===== src/rtl/pong_game_ctrl_if.sv =====
// Pong game-controller bundle: control inputs from the frame/board logic and
// the sequencer's outputs toward the ball datapath and the score overlay.
interface pong_game_ctrl_if #(
   parameter int SCORE_W = 4
);
   logic               enable;
   logic               frameTick;
   logic               serveBtn;
   logic               missLeft;
   logic               missRight;
   logic               ballRun;
   logic               ballCenter;
   logic               serveDir;
   logic [SCORE_W-1:0] scoreLeft;
   logic [SCORE_W-1:0] scoreRight;
   logic               gameOver;
   logic               winner;
   logic [2:0]         state;

   // Side that drives the game inputs and observes the sequencer
   modport master (
      output enable, frameTick, serveBtn, missLeft, missRight,
      input  ballRun, ballCenter, serveDir, scoreLeft, scoreRight,
             gameOver, winner, state
   );

   // The game sequencer itself
   modport slave (
      input  enable, frameTick, serveBtn, missLeft, missRight,
      output ballRun, ballCenter, serveDir, scoreLeft, scoreRight,
             gameOver, winner, state
   );
endinterface


===== src/rtl/pong_game_ctrl.sv =====
// Pong game sequencer: serve / play / point / game-over flow, score keeping,
// ball gating and frame-paced pauses.
module pong_game_ctrl #(
   parameter int WIN_SCORE    = 7,
   parameter int SCORE_W      = 4,
   parameter int SERVE_FRAMES = 60,
   parameter int POINT_FRAMES = 90
) (
   input  logic            clk,
   input  logic            rst,     // asynchronous, active low
   pong_game_ctrl_if.slave bus
);

   localparam int CNT_MAX = (SERVE_FRAMES > POINT_FRAMES) ? SERVE_FRAMES : POINT_FRAMES;
   localparam int CNT_W   = $clog2(CNT_MAX + 1);

   localparam logic [CNT_W-1:0]   SERVE_LOAD = CNT_W'(SERVE_FRAMES);
   localparam logic [CNT_W-1:0]   POINT_LOAD = CNT_W'(POINT_FRAMES);
   localparam logic [CNT_W-1:0]   CNT_LAST   = CNT_W'(1);
   localparam logic [SCORE_W-1:0] WIN_VAL    = SCORE_W'(WIN_SCORE);

   typedef enum logic [2:0] {
      S_IDLE  = 3'd0,
      S_SERVE = 3'd1,
      S_PLAY  = 3'd2,
      S_POINT = 3'd3,
      S_OVER  = 3'd4
   } state_t;

   state_t             r_state,       w_state_nx;
   logic [CNT_W-1:0]   r_cnt,         w_cnt_nx;
   logic [SCORE_W-1:0] r_score_left,  w_score_left_nx;
   logic [SCORE_W-1:0] r_score_right, w_score_right_nx;
   logic               r_center,      w_center_nx;
   logic               r_serve_dir,   w_serve_dir_nx;
   logic               r_game_over,   w_game_over_nx;
   logic               r_winner,      w_winner_nx;
   logic               r_btn_q;
   logic               w_btn_rise;

   // Button history tracks the input every cycle, enabled or not, so that
   // re-enabling with the button held never looks like a fresh press.
   assign w_btn_rise = bus.serveBtn && !r_btn_q;

   // State, counter, scores and registered outputs
   always_ff @(posedge clk or negedge rst) begin
      if (!rst) begin
         r_state       <= S_IDLE;
         r_cnt         <= '0;
         r_score_left  <= '0;
         r_score_right <= '0;
         r_center      <= 1'b0;
         r_serve_dir   <= 1'b0;
         r_game_over   <= 1'b0;
         r_winner      <= 1'b0;
         r_btn_q       <= 1'b0;
      end else begin
         r_state       <= w_state_nx;
         r_cnt         <= w_cnt_nx;
         r_score_left  <= w_score_left_nx;
         r_score_right <= w_score_right_nx;
         r_center      <= w_center_nx;
         r_serve_dir   <= w_serve_dir_nx;
         r_game_over   <= w_game_over_nx;
         r_winner      <= w_winner_nx;
         r_btn_q       <= bus.serveBtn;
      end
   end

   // Next-state and next-output logic; everything holds while disabled
   always_comb begin
      w_state_nx       = r_state;
      w_cnt_nx         = r_cnt;
      w_score_left_nx  = r_score_left;
      w_score_right_nx = r_score_right;
      w_center_nx      = 1'b0;
      w_serve_dir_nx   = r_serve_dir;
      w_game_over_nx   = r_game_over;
      w_winner_nx      = r_winner;

      if (bus.enable) begin
         case (r_state)
            S_IDLE: begin
               if (w_btn_rise) begin
                  w_score_left_nx  = '0;
                  w_score_right_nx = '0;
                  w_center_nx      = 1'b1;
                  w_cnt_nx         = SERVE_LOAD;
                  w_state_nx       = S_SERVE;
               end
            end

            S_SERVE: begin
               if (bus.frameTick) begin
                  if (r_cnt == CNT_LAST) begin
                     w_state_nx = S_PLAY;
                  end else begin
                     w_cnt_nx = r_cnt - 1'b1;
                  end
               end
            end

            S_PLAY: begin
               if (bus.missLeft || bus.missRight) begin
                  if (bus.missLeft && bus.missRight) begin
                     // Simultaneous misses: no point, swap who serves
                     w_serve_dir_nx = !r_serve_dir;
                  end else if (bus.missLeft) begin
                     w_score_right_nx = r_score_right + 1'b1;
                     w_serve_dir_nx   = 1'b0;
                  end else begin
                     w_score_left_nx = r_score_left + 1'b1;
                     w_serve_dir_nx  = 1'b1;
                  end
                  w_cnt_nx   = POINT_LOAD;
                  w_state_nx = S_POINT;
               end
            end

            S_POINT: begin
               if (bus.frameTick) begin
                  if (r_cnt == CNT_LAST) begin
                     if (r_score_left == WIN_VAL) begin
                        w_winner_nx    = 1'b0;
                        w_game_over_nx = 1'b1;
                        w_state_nx     = S_OVER;
                     end else if (r_score_right == WIN_VAL) begin
                        w_winner_nx    = 1'b1;
                        w_game_over_nx = 1'b1;
                        w_state_nx     = S_OVER;
                     end else begin
                        w_center_nx = 1'b1;
                        w_cnt_nx    = SERVE_LOAD;
                        w_state_nx  = S_SERVE;
                     end
                  end else begin
                     w_cnt_nx = r_cnt - 1'b1;
                  end
               end
            end

            S_OVER: begin
               if (w_btn_rise) begin
                  w_score_left_nx  = '0;
                  w_score_right_nx = '0;
                  w_game_over_nx   = 1'b0;
                  w_center_nx      = 1'b1;
                  w_cnt_nx         = SERVE_LOAD;
                  w_state_nx       = S_SERVE;
               end
            end

            default: begin
               w_state_nx = S_IDLE;
            end
         endcase
      end
   end

   assign bus.ballRun    = (r_state == S_PLAY) && bus.enable;
   assign bus.ballCenter = r_center;
   assign bus.serveDir   = r_serve_dir;
   assign bus.scoreLeft  = r_score_left;
   assign bus.scoreRight = r_score_right;
   assign bus.gameOver   = r_game_over;
   assign bus.winner     = r_winner;
   assign bus.state      = r_state;

endmodule

===== src/flat_wrapper.sv =====
// flat-port wrapper written by rule: the top's interface ports become plain ports
module pong_game_ctrl_flat 
#(
   parameter int WIN_SCORE    = 7,
   parameter int SCORE_W      = 4,
   parameter int SERVE_FRAMES = 60,
   parameter int POINT_FRAMES = 90
)
  (clk, rst, bus_enable, bus_frameTick, bus_serveBtn, bus_missLeft, bus_missRight, bus_ballRun, bus_ballCenter, bus_serveDir, bus_scoreLeft, bus_scoreRight, bus_gameOver, bus_winner, bus_state);
  pong_game_ctrl_if #(.SCORE_W(SCORE_W)) bus_i ();
  input  logic clk;
  input  logic rst;
  input wire logic [$bits(bus_i.enable)-1:0] bus_enable;
  input wire logic [$bits(bus_i.frameTick)-1:0] bus_frameTick;
  input wire logic [$bits(bus_i.serveBtn)-1:0] bus_serveBtn;
  input wire logic [$bits(bus_i.missLeft)-1:0] bus_missLeft;
  input wire logic [$bits(bus_i.missRight)-1:0] bus_missRight;
  output wire logic [$bits(bus_i.ballRun)-1:0] bus_ballRun;
  output wire logic [$bits(bus_i.ballCenter)-1:0] bus_ballCenter;
  output wire logic [$bits(bus_i.serveDir)-1:0] bus_serveDir;
  output wire logic [$bits(bus_i.scoreLeft)-1:0] bus_scoreLeft;
  output wire logic [$bits(bus_i.scoreRight)-1:0] bus_scoreRight;
  output wire logic [$bits(bus_i.gameOver)-1:0] bus_gameOver;
  output wire logic [$bits(bus_i.winner)-1:0] bus_winner;
  output wire logic [$bits(bus_i.state)-1:0] bus_state;
  assign bus_i.enable = bus_enable;
  assign bus_i.frameTick = bus_frameTick;
  assign bus_i.serveBtn = bus_serveBtn;
  assign bus_i.missLeft = bus_missLeft;
  assign bus_i.missRight = bus_missRight;
  assign bus_ballRun = bus_i.ballRun;
  assign bus_ballCenter = bus_i.ballCenter;
  assign bus_serveDir = bus_i.serveDir;
  assign bus_scoreLeft = bus_i.scoreLeft;
  assign bus_scoreRight = bus_i.scoreRight;
  assign bus_gameOver = bus_i.gameOver;
  assign bus_winner = bus_i.winner;
  assign bus_state = bus_i.state;
  pong_game_ctrl #(.WIN_SCORE(WIN_SCORE), .SCORE_W(SCORE_W), .SERVE_FRAMES(SERVE_FRAMES), .POINT_FRAMES(POINT_FRAMES)) u_core (.clk(clk), .rst(rst), .bus(bus_i));
endmodule

===== config.mk =====
export PLATFORM = sky130hd
export DESIGN_NAME = pong_game_ctrl_flat
export DESIGN_NICKNAME = d
export VERILOG_FILES = /design/src/rtl/pong_game_ctrl_if.sv /design/src/rtl/pong_game_ctrl.sv /design/src/flat_wrapper.sv
export SDC_FILE = /design/constraint.sdc
export NUM_CORES = 1
export LEC_CHECK = 0
export ABC_CLOCK_PERIOD_IN_PS = 2500
export CORE_MARGIN = 8
export CORE_UTILIZATION = 45
export DETAILED_ROUTE_END_ITERATION = 6
export GPL_TIMING_DRIVEN = 0
export PLACE_DENSITY = 0.8
export SLEW_MARGIN = 20
export SYNTH_ARGS = -nofsm -noshare
export SYNTH_HDL_FRONTEND = slang
export SYNTH_SLANG_ARGS = --single-unit
export TNS_END_PERCENT = 5

===== constraint.sdc =====
create_clock -name clk -period 2.5 [get_ports clk]
set_input_delay 0.5 -clock clk [delete_from_list [all_inputs] [get_ports clk]]
set_output_delay 0.5 -clock clk [all_outputs]
set_load 0.02 [all_outputs]

==> results by stage <==
Clock tree:
- The cell at the root of the clock tree is sky130_fd_sc_hd__clkbuf_4.
- The number of levels the H-tree was split into is 1.
- The number of hold buffers added after cts is 0.
- Counting the buffers created by CTS gives 3.
- The clock transition at the registers of the reported paths is 0.14 ns.
- The number of sinks driven by the clock tree is 23.
- At the later pin of the worst-skew pair, clock insertion delay measures 0.33 ns.
- The TritonCTS clock tree is built.
- Counting along the longest clock path gives a buffer depth of 2.

Power:
- The total power divided by cell area is roughly 680 nW/um^2.
- The internal cell power is a little over 0.0007 W.
- The peak supply drop is between 0.4 and 0.5 mV.
- The share of power burned in combinational logic is 0.366.
- Of the total power, the share spent switching nets is 0.375.
- The switching power of the nets is ~0.00043 W.
- The share of total power dissipated in sequential elements is 0.473.
- The static leakage is a little over 0.7 nW.
- Summing internal, switching and leakage power gives 0.00116 W.
- The clock network power share is 0.161.

Route:
- The pre-antenna-repair detailed-routing pass consisted of 4 iterations.
- In this run the remaining antenna-violating nets after routing total 0.
- After detailed routing, the total wire length is 3.42 mm.
- The detailed-route via count is approximately 1200.
- The starting DRC count in detailed routing is between 60 and 70.
- After detailed routing, the average wire length per cell comes to 17.0 um.
- The via-per-instance ratio is 6.06.
- For this run, design rule violations remaining after detail routing come to 0.

Worst setup path:
- The slowest stage of the critical path belongs to the cell sky130_fd_sc_hd__clkdlybuf4s50_1.
- For flop-to-flop paths, the worst setup slack is approximately 0.35 ns.
- The worst register-to-register path ends at u_core.bus.winner$_DFFE_PN0P_.
- For the worst setup path, the data required time is around 2 ns.
- The worst setup path endpoint is bus_ballRun.
- The worst register-to-register path begins at u_core.r_cnt[3]$_DFFE_PN0P_.
- Of all nets on the critical path, the largest fanout is 7.
- The kind of end point of the critical path is an output pin.
- The critical path contains buffers and inverters numbering 2 combined.
- The largest single stage delay on the critical path is 0.60 ns.
- The most critical setup path has its startpoint at bus_enable.
- Data arrives at the worst endpoint at ~1.8 ns.
- The setup path with the least slack is of type in2out.
- The dominant delay contributor by cell family on the critical path is buffers and inverters.
- STA classifies the critical path startpoint as an input pin.
- The logic depth of the worst register-to-register path is 5.
- In this run the number of cells on the critical path is 3.
- The critical path goes through clkdlybuf4s50_1, nor4b_2, dlygate4sd2_1.

Global route:
- Entering global routing, the biggest net connects 24 pins.
- The initial antenna violation count is 0.
- The total overflow left after global routing is 0.
- The first global-routing pass estimated 5.98 mm of wire.
- The met3 capacity usage during global routing is 0.0502.
- The global router's overall resource usage is 0.142.
- In the global route stage, met1 resource usage came out at 0.137.
- The via count of the first global-routing pass is 1353.
- After global routing, the most crowded layer is met2.
- For met2 alone, demand over resource in global routing was 0.267.

Placement:
- The placed standard-cell area is 1660 sq um.
- Routability-driven placement finished with a final weighted congestion of 0.876.
- Detailed placement ended at an HPWL of around 2.6 mm.
- The number of I/O port buffers is 22.
- Counting tap cells, the placed design contains a total of 197 instances.

Synth:
- The number of synthesized flops with an enable pin is 0.
- The share of synthesized area in the top cell type comes to 0.410.
- In this run, synthesis produced a sequential element count of 23.
- The cell area after technology mapping is 1400 sq um.
- The count of different cell masters after synthesis is 49.
- sky130_fd_sc_hd__dfrtp_1 takes more of the synthesized area than any other cell.
- The total nets after synthesis is 153.
- The primary flip-flop cell chosen by synthesis mapping is sky130_fd_sc_hd__dfrtp_1.
- The instance count of the mapped netlist is 142.
- The part of the Yosys area used for sequential elements is 0.410.
- The average cell area after synthesis is 9.88 sq um.
- Yosys attributes the largest share of cell area to sky130_fd_sc_hd__dfrtp_1 (41%), sky130_fd_sc_hd__o21ai_0 (3.9%), sky130_fd_sc_hd__ha_1 (3.6%).
- The Yosys step of the flow raised 0 warnings.
- The share of flip-flops with an asynchronous set or reset after synthesis is 1.00.

Timing:
- For the pin with the worst max-slew slack, the measured transition is between 0.7 and 0.8 ns.
- Timing would allow up to 429 MHz.
- Dividing the final minimum period by the clock period gives 0.933.
- The count of final max-slew check failures is 0.
- Setup violations remaining at the end of the flow were counted as 0.
- The final period demand of the worst path is 2.33 ns.
- Hold timing on the final database bottoms out at a slack of 0.120 ns.
- The final setup TNS is 0 ns.
- Measured against its own limit, the worst slew margin works out to 0.490.
- The setup clock skew after layout is 0.00831 ns.
- Setup repair after global routing left no endpoint under its margin.
- The final hold violation count was 0.

Layout:
- The final cell area excluding filler cells is roughly 1700 sq um.
- In the layout the commonest cells are sky130_fd_sc_hd__dfrtp_1 (23), sky130_fd_sc_hd__clkdlybuf4s50_1 (20), sky130_fd_sc_hd__o21ai_0 (11), sky130_fd_sc_hd__nor2_1 (10), sky130_fd_sc_hd__inv_1 (9).
- Summing all multi-input logic gate instances after layout gives 783 sq um.
- Relative to the synthesized area, the layout overhead comes to 20.8%.
- The layout has between 200 and 300 filler cells.
- The final layout contains 180 nets.
- The number of antenna diodes in the final layout is 0.
- The register area is roughly 580 sq um.
- The number of standard cells in the final layout excluding fillers is 201.
- The most common library cell in the layout ignoring fill and taps is sky130_fd_sc_hd__dfrtp_1.
- In the final layout, the share of cells above drive strength 1 is 0.107.

Floorplanning:
- The core area is 3000 sq um.
- The top-level port count is 23.
- The die outline area is just over 5000 sq um.
- The count of standard-cell rows is 20.
- The floorplan step set the die width to 71.8 um.
- The die height is approximately 72 um.
- The initial core utilization is 0.467.

Worst hold path:
- The path class of the lowest-slack min-delay path is in2async.

Flow run:
- The number of maximum-capacitance constraint violations is 0.

Run status:
- The run finished with clean final reports.
[cells in the mapped netlist (2+ instances only)]
master,n
sky130_fd_sc_hd__a2111oi_0,2
sky130_fd_sc_hd__a211oi_1,2
sky130_fd_sc_hd__a21o_1,3
sky130_fd_sc_hd__a21oi_1,3
sky130_fd_sc_hd__a22o_1,2
sky130_fd_sc_hd__a31oi_1,3
sky130_fd_sc_hd__clkbuf_1,3
sky130_fd_sc_hd__dfrtp_1,23
sky130_fd_sc_hd__ha_1,4
sky130_fd_sc_hd__inv_1,9
sky130_fd_sc_hd__mux2_4,2
sky130_fd_sc_hd__mux2i_1,4
sky130_fd_sc_hd__nand2_1,8
sky130_fd_sc_hd__nand2b_1,4
sky130_fd_sc_hd__nand3_1,7
sky130_fd_sc_hd__nor2_1,10
sky130_fd_sc_hd__nor2b_1,3
sky130_fd_sc_hd__nor3_4,2
sky130_fd_sc_hd__o211ai_1,2
sky130_fd_sc_hd__o21ai_0,11
sky130_fd_sc_hd__o31ai_1,2
sky130_fd_sc_hd__or3_1,3
sky130_fd_sc_hd__xnor2_1,4
[worst reg2reg max path: cells and delay by family, from the launching register on]
family           cells  cell delay, ns
muxes                1            0.34
and+or+nand+nor      4            1.24
DFF                  1            0.48
[cell families (layout without fill, tap and decap cells)]
logic type,after synthesis,count (layout),share of synthesized area
AND/OR/NAND/NOR,47,47,0.200
AO/OA/AOI/OAI,43,43,0.229
flip-flops,23,23,0.410
buffers and inverters,13,39,0.0357
multiplexers,7,7,0.0580
XOR/XNOR,5,5,0.0312
adder cells (fa/ha/maj),4,4,0.0357
[worst min path at each step]
stage                                               start                              end  slack [ns]  depth (start not counted)
after CTS                 u_core.bus.gameOver$_DFFE_PN0P_  u_core.bus.gameOver$_DFFE_PN0P_        0.50                          1
after global placement    u_core.bus.gameOver$_DFFE_PN0P_  u_core.bus.gameOver$_DFFE_PN0P_        0.46                          1
after floorplan                                       rst  u_core.bus.ballCenter$_DFF_PN0_        0.20                          0
final                                                 rst  u_core.bus.gameOver$_DFFE_PN0P_        0.12                          1
after detailed placement  u_core.bus.gameOver$_DFFE_PN0P_  u_core.bus.gameOver$_DFFE_PN0P_        0.47                          1
after global routing                                  rst  u_core.bus.state[0]$_DFFE_PN0P_        0.14                          1
[sequential cells by signal, summed over array words and instances (netlist names)]
name	flops
u_core.bus.ballCenter	1
u_core.bus.gameOver	1
u_core.bus.scoreLeft	4
u_core.bus.scoreRight	4
u_core.bus.serveDir	1
u_core.bus.state	3
u_core.bus.winner	1
u_core.r_btn_q	1
u_core.r_cnt	7
[routing by layer]
metal / share of wire / wire, um
met1: 0.39 / 1340
met2: 0.54 / 1830
met3: 0.051 / 174
met4: 0.020 / 70
met5: 0 / 0
[what timing repair did]
item | in CTS | in global routing
setup buffers | 0 | 0
gates resized for setup | 2 | 0
endpoints found under the setup margin | 1 | 0
[final cells by class]
type,count,area share
tap,33,0.0244
sequential,23,0.340
multi-input combinational,106,0.462
inverter,9,0.0199
clock buffer,3,0.0133
timing repair buffer,22,0.126
clock inverter,1,0.00443
buffer,4,0.00960
[power groups by stage]
stage | Combinational, W | Sequential (W) | Clock [W]
after detailed placement | 0.000426 | 0.000554 | 0
after floorplan | 0.000274 | 0.000557 | 0
final | 0.000424 | 0.000548 | 0.000186
after global routing | 0.000473 | 0.000561 | 0.000209
after CTS | 0.000430 | 0.000546 | 0.000191
after global placement | 0.000400 | 0.000543 | 0
[stage by stage]
step,util,worst slack [ns]
floorplan,-,0.378
global placement,0.554,-0.290
detailed placement,0.554,-0.295
CTS,0.566,0.168
global route,0.564,0.0528
finish,0.564,0.168
Power figures use the tool's default switching activity.
